`src/rtl/kmc_intr_pkg.sv`:
```
// kmc_intr_pkg: shared types and constants for the KMC11 interrupt arbiter.
//   state_t   : arbiter FSM states (IDLE, ACT, VECT)
//   VECTA_DEF : default vector for source A (input-ready), 9'o540
//   VECTB_DEF : default vector for source B (output-ready), 9'o544
package kmc_intr_pkg;

  typedef enum logic [1:0] {
    ST_IDLE = 2'd0,
    ST_ACT  = 2'd1,
    ST_VECT = 2'd2
  } state_t;

  localparam logic [8:0] VECTA_DEF = 9'o540;
  localparam logic [8:0] VECTB_DEF = 9'o544;

endpackage

```
`src/rtl/kmc_intr_pri.sv`:
```
// kmc_intr_pri: priority selector for the two KMC11 interrupt sources.
// Build option: KMC_INTR_RR_EN
//   defined   : round-robin; holds the last-serviced pointer (0 = A, 1 = B)
//               and prefers the source not last serviced when both request.
//   undefined : fixed priority, A over B; purely combinational, no pointer.
// Ports:
//   clk, rst  : clock and synchronous active-high reset (round-robin only)
//   upd       : pointer update strobe, one cycle on VECT->IDLE (round-robin only)
//   served    : grant being retired on that exit (round-robin only)
//   req_a/b   : request terms (pending flag OR same-cycle set pulse)
//   gnt_nxt   : selected grant (0 = A, 1 = B); 0 when nothing requests
module kmc_intr_pri (
`ifdef KMC_INTR_RR_EN
  input  logic clk,
  input  logic rst,
  input  logic upd,
  input  logic served,
`endif
  input  logic req_a,
  input  logic req_b,
  output logic gnt_nxt
);

`ifdef KMC_INTR_RR_EN
  logic last;

  always_ff @(posedge clk) begin
    if (rst) begin
      last <= 1'b0;
    end else if (upd) begin
      last <= served;
    end
  end

  // On contention, the source that was not serviced last wins.
  always_comb begin
    gnt_nxt = req_b;
    if (req_a && req_b) begin
      gnt_nxt = ~last;
    end
  end
`else
  always_comb begin
    gnt_nxt = ~req_a & req_b;
  end
`endif

endmodule

```
`src/rtl/kmc_intr_arb.sv`:
```
// kmc_intr_arb: merges the KMC11 RDYI (A) and RDYO (B) interrupt events onto
// the single Unibus request line and supplies the granted vector.
// Build option: KMC_INTR_RR_EN selects round-robin instead of A-over-B
// priority (see kmc_intr_pri).
// Parameters: VECTA, VECTB - vectors for sources A and B.
// Ports:
//   clk         : clock
//   rst         : synchronous active-high reset
//   kmcINIT     : device initialize, same effect as rst
//   kmcSETIRQA/B: one-cycle event pulses
//   kmcIACK     : interrupt acknowledge, high for the whole vector cycle
//   kmcIRQO     : bus interrupt request
//   kmcVECTO    : granted vector, 0 when idle
//   kmcACKA/B   : one-cycle serviced pulses
//   kmcPENDA/B  : pending status flags
//
// state | meaning
// IDLE  | no request on the bus; grant tracks the selector
// ACT   | request asserted; grant tracks the selector until IACK
// VECT  | vector cycle; grant frozen, exit on IACK low retires the grant
module kmc_intr_arb
  import kmc_intr_pkg::*;
#(
  parameter logic [8:0] VECTA = VECTA_DEF,
  parameter logic [8:0] VECTB = VECTB_DEF
) (
  input  logic       clk,
  input  logic       rst,
  input  logic       kmcINIT,
  input  logic       kmcSETIRQA,
  input  logic       kmcSETIRQB,
  input  logic       kmcIACK,
  output logic       kmcIRQO,
  output logic [8:0] kmcVECTO,
  output logic       kmcACKA,
  output logic       kmcACKB,
  output logic       kmcPENDA,
  output logic       kmcPENDB
);

  state_t state, state_nxt;
  logic   pend_a, pend_b;
  logic   gnt, gnt_nxt;
  logic   ack_a, ack_b;
  logic   exit_vect;
  logic   gnt_upd;
  logic   rst_any;
  logic   req_a, req_b;

  assign rst_any = rst | kmcINIT;
  // Same-cycle set pulses count as requests so IRQO rises one edge after SETIRQ.
  assign req_a   = pend_a | kmcSETIRQA;
  assign req_b   = pend_b | kmcSETIRQB;

  kmc_intr_pri u_pri (
`ifdef KMC_INTR_RR_EN
    .clk     (clk),
    .rst     (rst_any),
    .upd     (exit_vect),
    .served  (gnt),
`endif
    .req_a   (req_a),
    .req_b   (req_b),
    .gnt_nxt (gnt_nxt)
  );

  always_ff @(posedge clk) begin
    if (rst_any) begin
      state <= ST_IDLE;
    end else begin
      state <= state_nxt;
    end
  end

  always_comb begin
    state_nxt = state;
    exit_vect = 1'b0;
    gnt_upd   = 1'b0;
    kmcIRQO   = 1'b0;
    kmcVECTO  = 9'o000;
    unique case (state)
      ST_IDLE: begin
        gnt_upd = 1'b1;
        if (req_a || req_b) begin
          state_nxt = ST_ACT;
        end
      end
      ST_ACT: begin
        kmcIRQO  = 1'b1;
        kmcVECTO = gnt ? VECTB : VECTA;
        if (kmcIACK) begin
          state_nxt = ST_VECT;
        end else begin
          gnt_upd = 1'b1;
        end
      end
      ST_VECT: begin
        kmcIRQO  = 1'b1;
        kmcVECTO = gnt ? VECTB : VECTA;
        if (!kmcIACK) begin
          state_nxt = ST_IDLE;
          exit_vect = 1'b1;
        end
      end
      default: begin
        state_nxt = ST_IDLE;
      end
    endcase
  end

  // A set pulse on the retiring edge wins over the clear.
  always_ff @(posedge clk) begin
    if (rst_any) begin
      pend_a <= 1'b0;
      pend_b <= 1'b0;
      gnt    <= 1'b0;
      ack_a  <= 1'b0;
      ack_b  <= 1'b0;
    end else begin
      pend_a <= kmcSETIRQA | (pend_a & ~(exit_vect & ~gnt));
      pend_b <= kmcSETIRQB | (pend_b & ~(exit_vect & gnt));
      ack_a  <= exit_vect & ~gnt;
      ack_b  <= exit_vect & gnt;
      if (gnt_upd) begin
        gnt <= gnt_nxt;
      end
    end
  end

  assign kmcACKA  = ack_a;
  assign kmcACKB  = ack_b;
  assign kmcPENDA = pend_a;
  assign kmcPENDB = pend_b;

endmodule
```
`config.mk`:
```
export PLATFORM = sky130hd
export DESIGN_NAME = kmc_intr_arb
export DESIGN_NICKNAME = d
export VERILOG_FILES = /design/src/rtl/kmc_intr_pkg.sv /design/src/rtl/kmc_intr_pri.sv /design/src/rtl/kmc_intr_arb.sv
export SDC_FILE = /design/constraint.sdc
export NUM_CORES = 1
export LEC_CHECK = 0
export BUFFER_PORTS_ARGS = -buffer_cell sky130_fd_sc_hd__buf_2
export CORE_AREA = 2 2 39 41
export CTS_CLUSTER_DIAMETER = 150
export CTS_CLUSTER_SIZE = 16
export DETAILED_ROUTE_END_ITERATION = 7
export DIE_AREA = 0 0 41 43
export PLACE_DENSITY = 0.66
export SYNTH_ARGS = -nofsm -noshare
export SYNTH_HDL_FRONTEND = slang
export SYNTH_SLANG_ARGS = --single-unit
```
`constraint.sdc`:
```
create_clock -name clk -period 3.3 [get_ports clk]
set_input_delay 0.33 -clock clk [delete_from_list [all_inputs] [get_ports clk]]
set_output_delay 0.33 -clock clk [all_outputs]
set_load 0.1 [all_outputs]
```
==> summary.md <==
| Metric | Value |
|---|---|
| Critical path depth | 4 |
| CP max-delay cell | buf_2 |
| Fmax | 521 MHz |
| Worst Reg-to-Reg Cells | 5 |
| Iter 0 DRT Violations | 1 |
| Register area share after synthesis | 33.1% |
| R2r setup slk | 1910 ps |
| Die width | 41 µm |
| Worst Path Arrival | 1590 ps |
| Num CTS Buffers | 3 |
| Synth cell types | 20 |
| Commonest cells after routing, fill and taps aside | 14 x buf_2, 7 x dfxtp_1, 5 x conb_1 |
| Buffers & Inverters on Critical Path | 2 |
| Clk pwr share | 28.8% |
| Mapped Area | 423 µm² |
| Final nets | 69 |
| First-pass GRT wire length | 1180 µm |
| WS Path Type | flip-flop to output pin |
| DR WL/cell | 10.2 µm |
| Post-layout min period | 1920 ps |
| Ant diodes | 0 |
| CTS H-Tree Depth | 1 |
| Initial Util | 30.6% |
| Worst slack at placement | 1640 ps |
| Layout cells sized above 1 | 34.5% |
| Gr usage total | 10.3% |
| Number of synthesized register bits | 7 |
| Dpl hpwl | 565 µm |
| Skew final | 2.97 ps |
| Crit path to | kmcVECTO[2] |
| Switching Fraction | 45.5% |
| Rows | 14 |
| PostCTS Resize Cnt | 0 |
| Antenna Nets Post-Route | 0 |
| Worst Setup Start Kind | flip-flop |
| Vias in the first global route | 285 |
| Routability cong. | 0.705 |
| Total power | 277 µW |
| Hold WC Path Type | input port to flip-flop |
| Crit-path leading delay family | buffers and inverters |
| Buffers on Ports | 14 |
| Final hold vios | 0 |
| Register area | 140 µm² |
| Worst-path clk slew | 50 ps |
| NetSw | 126 µW |
| Congestion Overflow GR | 0 |
| Peak supply drop | 0.245 mV |
| Crit. End Element | output pin |
| Full die area | 1760 µm² |
| Static Leak | 0.235 nW |
| Power Dens Cells | 560 nW/µm² |
| Total core area | 1380 µm² |
| Origin of the critical flop-to-flop path | state[0] |
| Pre-antenna DRT Iters | 2 |
| Commonest non-fill, non-tap cell in the layout | buf_2 |
| Status | complete, no violations |
| RSZ-0062 raised after global routing | false |
| Tcrit/Tclk final | 58.2% |
| IO Count | 20 |
| Worst path max stage delay | 420 ps |
| Syn Area/Cell | 9.61 µm² |
| Area occupied by multi-input gates | 230 µm² |
| TritonCTS Sinks | 7 |
| Post-route cell area | 494 µm² |
| Die Y | 43 µm |
| Data required time at the worst endpoint | 2970 ps |
| Synthesized instance count | 44 |
| CP cell instances | inv_1 > ha_1 > and2_1 > buf_2 |
| CP Launch Point | state[0] |
| Root Driver | clkbuf_4 |
| Setup TNS | 0 ps |
| Synthesis-to-finish area growth | 16.9% |
| Synth warn | 0 |
| Slew Viols, Final | 0 |
| Vias per cell | 4.43 |
| Post-CTS Setup Bufs | 0 |
| Max clock buf depth | 2 |
| Largest net degree at the start of global routing | 6 |
| # Max-Cap Violations | 0 |
| R2R Path End | state[1] |
| Max FO, Critical Path | 5 |
| Combinational power share | 38.6% |
| DR DRC count | 0 |
| Final Setup Violations | 0 |
| Hold buffer count at CTS | 0 |
| Final WS setup | 1380 ps |
| Placed cell areas | 468 µm² |
| Internal | 151 µW |
| CTS tree | yes |
| Routed wire length | 756 µm |
| Fillers | 146 |
| Initial antenna violation count | 0 |
| Sequential share of power | 32.6% |
| Skew-Pair Late Insertion Delay | 250 ps |
| Via Count | 328 |
## cell families (layout without fill, tap and decap cells)
logic type,count (synthesis),count (layout),synth area share [%]
and+or+nand+nor,14,14,17.8
DFF,7,7,33.1
AOI/OAI and AO/OA,6,6,14.5
buffers and inverters,10,20,16.0
muxes,2,2,5.92
adders and majority gates,4,4,11.8
other,1,5,0.887
## worst min path at each step
stage                        start        to  cells past startpoint
final                          rst   kmcACKA                      2
after global routing           rst   kmcACKA                      2
after CTS                      rst   kmcACKA                      2
after detailed placement  state[1]  state[1]                      2
after global placement    state[1]  state[1]                      2
after floorplan                rst   kmcACKA                      1
## cell type report
class                           instances  area share [%]
Clock buffer                            4            5.32
Inverter                                2            1.52
Multi-Input combinational cell         31            46.6
Sequential cell                         7            28.4
Tap cell                               16            4.05
Timing Repair Buffer                   14            14.2
## metrics by stage
stage	cells	utilization, %	hold WS, ps
6_report	74	35.7	294
5_1_grt	74	35.7	285
4_1_cts	74	35.7	275
3_5_place_dp	70	33.8	476
3_3_place_gp	70	33.8	473
2_1_floorplan	48	-	407
## sequential cells by signal (all words and copies together), names as in the netlist
name	count
gnt	1
kmcACKA	1
kmcACKB	1
kmcPENDA	1
kmcPENDB	1
state	2
## power by group through the flow
| stage | clock [mW] | sequential [mW] | combinational (mW) |
|---|---|---|---|
| 2_1_floorplan | 0 | 0.100 | 0.0947 |
| 3_3_place_gp | 0 | 0.0919 | 0.107 |
| 4_1_cts | 0.0870 | 0.0903 | 0.107 |
| 5_1_grt | 0.0880 | 0.0910 | 0.111 |
| 6_report | 0.0798 | 0.0903 | 0.107 |
| 3_5_place_dp | 0 | 0.0922 | 0.107 |
## cells in the mapped netlist, drive strengths merged
cell	n	share of area [%]
mux2i	1	2.4
o21a	1	1.8
mux2	1	3.5
a31oi	1	5.0
dfxtp	7	33
inv	2	1.8
or3b	1	2.1
nand2	2	1.8
nor3	4	4.7
buf	8	14
o221a	2	5.3
nor2b	1	1.5
nor2	3	2.7
and2	1	1.5
ha	4	12
a21oi	2	2.4
nand3b	1	1.8
nor3b	1	1.8
conb	1	0.89
## per-layer routing
metal  GRT usage [%]  vias up  part of all wire, %
li1                -      168                    -
met1            12.2      144                   48
met2            13.8       16                   44
met3            4.71        0                  8.9
met4            8.00        0                    0
met5               0        -                    0
No activity file was read; power rests on OpenSTA's default activity.
